**config.mk**
```make
export PLATFORM = sky130hd
export DESIGN_NAME = draw_dog
export DESIGN_NICKNAME = d
export VERILOG_FILES = /design/src/rtl/draw_dog.sv
export SDC_FILE = /design/constraint.sdc
export NUM_CORES = 1
export LEC_CHECK = 0
export ABC_CLOCK_PERIOD_IN_PS = 15200
export CAP_MARGIN = 40
export CORE_AREA = 2 2 136 138
export DETAILED_ROUTE_END_ITERATION = 8
export DIE_AREA = 0 0 138 140
export GPL_ROUTABILITY_DRIVEN = 1
export PLACE_DENSITY = 0.77
export SKIP_CTS_REPAIR_TIMING = 1
export SYNTH_ARGS = -nofsm -noshare
export SYNTH_HDL_FRONTEND = slang
export SYNTH_SLANG_ARGS = --single-unit
```
**constraint.sdc**
```tcl
create_clock -name clk -period 15.2 [get_ports clk]
set_input_delay 1.52 -clock clk [delete_from_list [all_inputs] [get_ports clk]]
set_output_delay 1.52 -clock clk [all_outputs]
set_load 0.05 [all_outputs]
```
**src/rtl/draw_dog.sv**
```systemverilog
// Dog sprite animation FSM, ROM addressing and 2-clk pixel overlay for the VGA chain.
// Optional macro DOG_BIRD_EN enables the dog-with-bird pose and its ROM path.
module draw_dog #(
    parameter int DOG_W        = 44,
    parameter int DOG_H        = 60,
    parameter int BIRD_W       = 40,
    parameter int BIRD_H       = 43,
    parameter int X_START      = 0,
    parameter int X_SNIFF      = 300,
    parameter int Y_GROUND     = 560,
    parameter int WALK_STEP    = 2,
    parameter int ANIM_DIV     = 6,
    parameter int SNIFF_FRAMES = 60,
    parameter int JUMP_FRAMES  = 30,
    parameter int SHOW_FRAMES  = 90,
    parameter logic [11:0] TRANSPARENT = 12'hF0F
) (
    input  logic        clk,
    input  logic        rst_n,
    input  logic        start,
    input  logic        bird_hit,
    input  logic        bird_escaped,
    input  logic [10:0] vcount_in,
    input  logic [10:0] hcount_in,
    input  logic        vsync_in,
    input  logic        vblnk_in,
    input  logic        hsync_in,
    input  logic        hblnk_in,
    input  logic [11:0] rgb_in,
    output logic [11:0] rom_address,
    output logic [3:0]  dog_select,
    input  logic [11:0] rom_rgb,
    output logic [10:0] dog_bird_address,
    input  logic [11:0] dog_bird_rgb,
    output logic [10:0] vcount_out,
    output logic [10:0] hcount_out,
    output logic        vsync_out,
    output logic        vblnk_out,
    output logic        hsync_out,
    output logic        hblnk_out,
    output logic [11:0] rgb_out,
    output logic        busy
);

    typedef enum logic [2:0] {IDLE, WALK, SNIFF, JUMP, WAIT, SHOW_BIRD, LAUGH} state_t;

    state_t      state, state_nx;
    logic [10:0] dog_x, x_nx, dog_y, y_nx, x_step;
    logic [3:0]  sel_nx;
    logic [2:0]  anim_cnt, anim_nx;
    logic [6:0]  frame_cnt, cnt_nx;
    logic        start_pend, pend_nx, esc_flag, esc_nx, hit_flag, hit_nx;
    logic        vblnk_q, frame_tick, anim_wrap;

    assign frame_tick = vblnk_in & ~vblnk_q;
    assign busy       = (state != IDLE) && (state != WAIT);

    always_ff @(posedge clk or negedge rst_n) begin
        if (!rst_n) begin
            state      <= IDLE;
            dog_x      <= 11'(X_START);
            dog_y      <= 11'(Y_GROUND);
            dog_select <= 4'd0;
            anim_cnt   <= 3'd0;
            frame_cnt  <= 7'd0;
            start_pend <= 1'b0;
            esc_flag   <= 1'b0;
            hit_flag   <= 1'b0;
            vblnk_q    <= 1'b0;
        end else begin
            state      <= state_nx;
            dog_x      <= x_nx;
            dog_y      <= y_nx;
            dog_select <= sel_nx;
            anim_cnt   <= anim_nx;
            frame_cnt  <= cnt_nx;
            start_pend <= pend_nx;
            esc_flag   <= esc_nx;
            hit_flag   <= hit_nx;
            vblnk_q    <= vblnk_in;
        end
    end

    always_comb begin
        state_nx  = state;
        x_nx      = dog_x;
        y_nx      = dog_y;
        sel_nx    = dog_select;
        anim_nx   = anim_cnt;
        cnt_nx    = frame_cnt;
        pend_nx   = start_pend;
        esc_nx    = esc_flag;
        hit_nx    = hit_flag;
        anim_wrap = (anim_cnt == 3'(ANIM_DIV - 1));
        x_step    = dog_x + 11'(WALK_STEP);
        if (start && (state == IDLE || state == WAIT)) begin
            pend_nx = 1'b1;
            x_nx    = 11'(X_START);
            y_nx    = 11'(Y_GROUND);
        end
        if (frame_tick) begin
            anim_nx = anim_wrap ? 3'd0 : anim_cnt + 3'd1;
            cnt_nx  = frame_cnt + 7'd1;
            case (state)
                IDLE: if (start_pend) begin
                    state_nx = WALK; pend_nx = 1'b0; sel_nx = 4'd0; anim_nx = 3'd0;
                end
                WALK: if (x_step >= 11'(X_SNIFF)) begin
                    state_nx = SNIFF; x_nx = 11'(X_SNIFF);
                    sel_nx = 4'd4; anim_nx = 3'd0; cnt_nx = 7'd0;
                end else begin
                    x_nx = x_step;
                    if (anim_wrap) sel_nx = (dog_select == 4'd3) ? 4'd0 : dog_select + 4'd1;
                end
                SNIFF: if (frame_cnt == 7'(SNIFF_FRAMES - 1)) begin
                    // first jump frame already shows the dog raised
                    state_nx = JUMP; sel_nx = 4'd6; y_nx = dog_y - 11'd3; cnt_nx = 7'd0;
                end else if (anim_wrap) begin
                    sel_nx = (dog_select == 4'd4) ? 4'd5 : 4'd4;
                end
                JUMP: if (frame_cnt == 7'(JUMP_FRAMES - 1)) begin
                    state_nx = WAIT; y_nx = 11'(Y_GROUND);
                end else begin
                    y_nx = dog_y - 11'd3;
                end
                WAIT: if (start_pend) begin
                    state_nx = WALK; pend_nx = 1'b0; sel_nx = 4'd0; anim_nx = 3'd0;
                    hit_nx = 1'b0; esc_nx = 1'b0;
                end else if (hit_flag) begin
                    state_nx = SHOW_BIRD; cnt_nx = 7'd0; hit_nx = 1'b0; esc_nx = 1'b0;
                end else if (esc_flag) begin
                    state_nx = LAUGH; sel_nx = 4'd7; anim_nx = 3'd0; cnt_nx = 7'd0;
                    hit_nx = 1'b0; esc_nx = 1'b0;
                end
                SHOW_BIRD: if (frame_cnt == 7'(SHOW_FRAMES - 1)) state_nx = WAIT;
                LAUGH: if (frame_cnt == 7'(SHOW_FRAMES - 1)) begin
                    state_nx = WAIT;
                end else if (anim_wrap) begin
                    sel_nx = (dog_select == 4'd7) ? 4'd8 : 4'd7;
                end
                default: state_nx = IDLE;
            endcase
        end
        // new events win over the clear on WAIT exit so none is lost
`ifdef DOG_BIRD_EN
        if (bird_hit) hit_nx = 1'b1;
`else
        if (bird_hit) esc_nx = 1'b1;
`endif
        if (bird_escaped) esc_nx = 1'b1;
    end

    logic        bird_act, visible, in_sprite;
    logic [11:0] spr_w, spr_h, spr_y, h12, v12, x12, rel_x, rel_y;

    always_comb begin
`ifdef DOG_BIRD_EN
        bird_act = (state == SHOW_BIRD);
`else
        bird_act = 1'b0;
`endif
        visible   = (state == WALK) || (state == SNIFF) || (state == JUMP) ||
                    (state == SHOW_BIRD) || (state == LAUGH);
        spr_w     = bird_act ? 12'(BIRD_W) : 12'(DOG_W);
        spr_h     = bird_act ? 12'(BIRD_H) : 12'(DOG_H);
        spr_y     = bird_act ? 12'(Y_GROUND) : {1'b0, dog_y};
        h12       = {1'b0, hcount_in};
        v12       = {1'b0, vcount_in};
        x12       = {1'b0, dog_x};
        rel_x     = h12 - x12;
        rel_y     = v12 - spr_y;
        in_sprite = visible && (h12 >= x12) && (h12 < x12 + spr_w) &&
                    (v12 >= spr_y) && (v12 < spr_y + spr_h);
    end

    logic [10:0] vcount_p1, hcount_p1;
    logic        vsync_p1, vblnk_p1, hsync_p1, hblnk_p1, in_p1, bird_p1, in_p2;
    logic [11:0] rgb_p1, rgb_p2, data_p2;

    // stage 1: timing, in-sprite flag and ROM addresses
    always_ff @(posedge clk or negedge rst_n) begin
        if (!rst_n) begin
            {vcount_p1, hcount_p1, vsync_p1, vblnk_p1, hsync_p1, hblnk_p1} <= '0;
            rgb_p1           <= 12'd0;
            in_p1            <= 1'b0;
            bird_p1          <= 1'b0;
            rom_address      <= 12'd0;
            dog_bird_address <= 11'd0;
        end else begin
            {vcount_p1, hcount_p1} <= {vcount_in, hcount_in};
            {vsync_p1, vblnk_p1, hsync_p1, hblnk_p1} <= {vsync_in, vblnk_in, hsync_in, hblnk_in};
            rgb_p1      <= rgb_in;
            in_p1       <= in_sprite;
            bird_p1     <= bird_act;
            rom_address <= (in_sprite && !bird_act) ? 12'(rel_y * 12'(DOG_W) + rel_x) : 12'd0;
`ifdef DOG_BIRD_EN
            dog_bird_address <= (in_sprite && bird_act) ? 11'(rel_y * 12'(BIRD_W) + rel_x) : 11'd0;
`else
            dog_bird_address <= 11'd0;
`endif
        end
    end

`ifdef DOG_BIRD_EN
    logic [11:0] sprite_rgb;
    assign sprite_rgb = bird_p1 ? dog_bird_rgb : rom_rgb;
`else
    logic [11:0] sprite_rgb;
    logic        unused_bird;
    assign sprite_rgb  = rom_rgb;
    assign unused_bird = ^{dog_bird_rgb, bird_p1};
`endif

    // stage 2: ROM data aligned with delayed timing
    always_ff @(posedge clk or negedge rst_n) begin
        if (!rst_n) begin
            {vcount_out, hcount_out, vsync_out, vblnk_out, hsync_out, hblnk_out} <= '0;
            rgb_p2  <= 12'd0;
            in_p2   <= 1'b0;
            data_p2 <= 12'd0;
        end else begin
            {vcount_out, hcount_out} <= {vcount_p1, hcount_p1};
            {vsync_out, vblnk_out, hsync_out, hblnk_out} <= {vsync_p1, vblnk_p1, hsync_p1, hblnk_p1};
            rgb_p2  <= rgb_p1;
            in_p2   <= in_p1;
            data_p2 <= sprite_rgb;
        end
    end

    assign rgb_out = (in_p2 && data_p2 != TRANSPARENT) ? data_p2 : rgb_p2;

endmodule

```
==> parameters.txt <==
Parameter                              Value

Synthesis
  Gate count of the mapped netlist    750
  Mapped cell area    approximately 8000 sq um
  Warning count from the yosys run    0
  Number of synthesized register bits    ~140
  Per-instance average area after synthesis    about 11 sq um
  Post-synth ARST share    100%
  Count of distinct cell types in the synthesized netlist    73
  Register area share after synthesis    between 40% and 50%
  Primary FF master, synth    dfrtp_1
  Number of enable flip-flop cells after synthesis    0

Detailed routing
  # DRC    0
  Number of DRC violations after detailed-routing iteration 0    394
  Average via count per standard cell    around 5.3
  Total number of vias    roughly 5900
  Antenna Nets Post-Route    0
  Number of detailed-route iterations in the first pass    5
  Post-detailed-route wirelength per cell    ~15 um
  Total detailed-routing wirelength    between 15 and 20 mm

Hold path
  Start point of the worst hold path    rgb_p1[11]$_DFF_PN0_
  WHS Endpoint    rgb_p2[11]$_DFF_PN0_
  Worst min-delay path class    reg -> reg
  Count of cells along the worst hold path    0

Timing
  Max-slew violations    0
  Slew of the pin with the lowest slew margin    0.608 ns
  Relative slew margins    between 50% and 60%
  Period utilization    roughly 46%
  Hold Worst Slack    between 0.3 and 0.4 ns
  Worst-case clock skew    approximately 0.0052 ns
  Highest Clock Rate    ~140 MHz
  Hold violation count in the final report    0
  Number of setup violations in the final report    0
  Final-layout setup total negative slack    0 ns
  Setup repair after global routing missed its margin    no
  Crit path time final    between 6 and 7 ns

Outcome
  Status    finished clean

Setup path
  Internal reg-to-reg setup slack    slightly above 9 ns
  Critical-path maximum fanout    4
  Launch instance of the worst register-to-register path    dog_y[0]$_DFF_PN0_
  Setup Crit Path Kind    in -> reg
  Crit path launch type    input port
  Worst reg2reg path endpoint    rom_address[11]$_DFF_PN0_
  CP endpoint kind    flop
  Register-to-Register Path Depth    21
  Endpoint arrival time on the critical path    slightly above 7 ns
  Critical path data required time    approximately 15 ns

Global route
  Pin count of the biggest net entering global routing    71
  Number of global-route vias before repair    between 5000 and 6000
  GRT Overall Usage    roughly 18%
  Wire length of the first global-routing pass    between 20 and 30 mm
  Leftover overflow at the end of global routing    0
  Antenna violations before repair    0

Job
  Maximum Capacitance Violations    0

Layout
  Highest-count cells in the layout ignoring fill and taps    dfrtp_1 (140), clkdlybuf4s50_1 (108), ha_1 (75)
  Most common cell after layout, fill and taps aside    dfrtp_1
  Antenna Diode Count    0
  Finished layout cell area    9850 sq um
  Layout cells sized above 1    ~8.1%
  Layout overhead on the synthesized area    24.0%
  Final net count    1027

Placement
  Dpl hpwl    12.7 mm
  Number of port buffers    between 100 and 150
  Instance area at placement    about 9000 sq um
  Final Wtd Congestion    ~0.86

Clock tree
  Number of clock buffers inserted by TritonCTS    17
  Worst skew pair latency    0.43 ns
  Clock sink count    around 140
  TritonCTS clock tree    done
  CTS root buffer    clkbuf_16
  Number of H-tree levels    4
  Clock slew at reported path FFs    0.06 ns
  Maximum clock path buffer count    2

Die
  Die H    between 100 and 150 um
  DIE WIDTH    around 140 um
  Initial cell density of the core    roughly 45%
  DIE AREA    roughly 19000 sq um
  Number of placement rows    about 50
  Area of the core region    between 15000 and 20000 sq um
  Boundary pin count    approximately 130
-- cell type report --
class,count,area [sq um]
Timing Repair Buffer,114,1140
Multi-Input combinational cell,532,4020
Inverter,59,221
Clock inverter,11,131
Tap cell,229,287
Clock buffer,21,470
Sequential cell,143,3580
Fill cell,1507,7930
-- layer usage --
metal | GRT usage, % | up-vias | part of all wire [%]
met5 | 0 | - | 0
met4 | 6.55 | 0 | 2.0
met3 | 3.56 | 30 | 5.3
met2 | 30.1 | 190 | 48
met1 | 23.8 | 2787 | 45
li1 | - | 2843 | -
-- synth_stat cells (all sizes together), types with 2 or more instances --
library cell  count  share of area, %
nor4              4              0.39
a21oi            38               2.6
xor2             13               1.4
o31ai             6              0.69
or3               6              0.47
dfrtp           140                44
nand4bb           2              0.28
and2              2              0.16
o21ai            58               3.7
or4               3              0.28
o21a              7              0.66
nand2            53               2.5
buf              16               1.5
a41oi             3              0.33
a21boi            5              0.66
o22ai             4              0.32
a31oi             9              0.71
nand2b           11              0.96
inv              59               2.8
nand4b            2              0.22
or2               3              0.24
nor2             49               2.4
a22o              3              0.33
a21o             17               1.6
o2bb2ai           3              0.33
clkbuf           10              0.47
a22oi             2              0.19
dfstp             3              0.99
nand4             9              0.98
a41o              2              0.25
nand3b            2              0.19
a211oi            7              0.82
a2bb2oi           3              0.33
mux2             11               1.6
and3              4              0.32
nor3             18               1.1
o211ai            4              0.38
xnor2            29               3.3
ha               75                12
nand3            17               1.1
fa               18               4.5
nor2b            11              0.87
-- through the flow --
step | std cells | setup WS, ns | util [%]
2_1_floorplan | 760 | 8.91 | -
3_3_place_gp | 1074 | 8.02 | 51.8
3_5_place_dp | 1076 | 7.84 | 52.0
4_1_cts | 1108 | 8.28 | 55.4
5_1_grt | 1109 | 8.05 | 55.4
6_report | 1109 | 8.28 | 55.4
-- flip-flops by register name (all words and copies together), names as in the netlist, 3 cells and up --
register and flops:
vcount_out 11, data_p2 12, dog_select 4, hcount_out 11, vcount_p1 11, frame_cnt 7, anim_cnt 3, rgb_p1 12
rom_address 12, rgb_p2 12, dog_x 11, hcount_p1 11, dog_y 11, state 3
-- worst max-delay path, stage by stage --
cell and delay, ns:
clkdlybuf4s50_1 0.42, inv_1 0.07, ha_1 0.13, inv_1 0.05
fa_1 0.44, a21o_1 0.18, a211oi_1 0.26, nor2_1 0.15
ha_1 0.30, inv_1 0.05, fa_1 0.51, inv_1 0.05
ha_1 0.34, a21oi_1 0.23, xnor2_1 0.21, fa_1 0.49
ha_1 0.24, or4_1 0.51, o21ai_0 0.29, o21ai_0 0.19
xor2_1 0.18, xnor3_1 0.25, nor2b_1 0.14
-- how the worst max path moves through the flow --
stage | from | end | slack [ns] | depth (start not counted)
after CTS | vcount_in[0] | rom_address[11]$_DFF_PN0_ | 8.28 | 23
after detailed placement | vcount_in[0] | rom_address[11]$_DFF_PN0_ | 7.84 | 23
final | vcount_in[0] | rom_address[11]$_DFF_PN0_ | 8.28 | 23
after global placement | vcount_in[0] | rom_address[11]$_DFF_PN0_ | 8.02 | 23
after global routing | vcount_in[0] | rom_address[11]$_DFF_PN0_ | 8.05 | 23
after floorplan | vcount_in[0] | rom_address[11]$_DFF_PN0_ | 8.91 | 22
-- logic make-up (layout without fill, tap and decap cells) --
logic type,count (synthesis),after routing,share of synthesized area [%]
flops,143,143,45.1
xor+xnor,43,43,5.01
simple gates,196,196,12.5
mux,11,11,1.56
compound gates,178,178,14.6
buf+inv,85,205,4.79
other cells,1,11,0.0472
fa+ha+maj,93,93,16.4
Power is not shown: default switching activity piles up to over one toggle a cycle in this logic, so the estimate is an artifact.
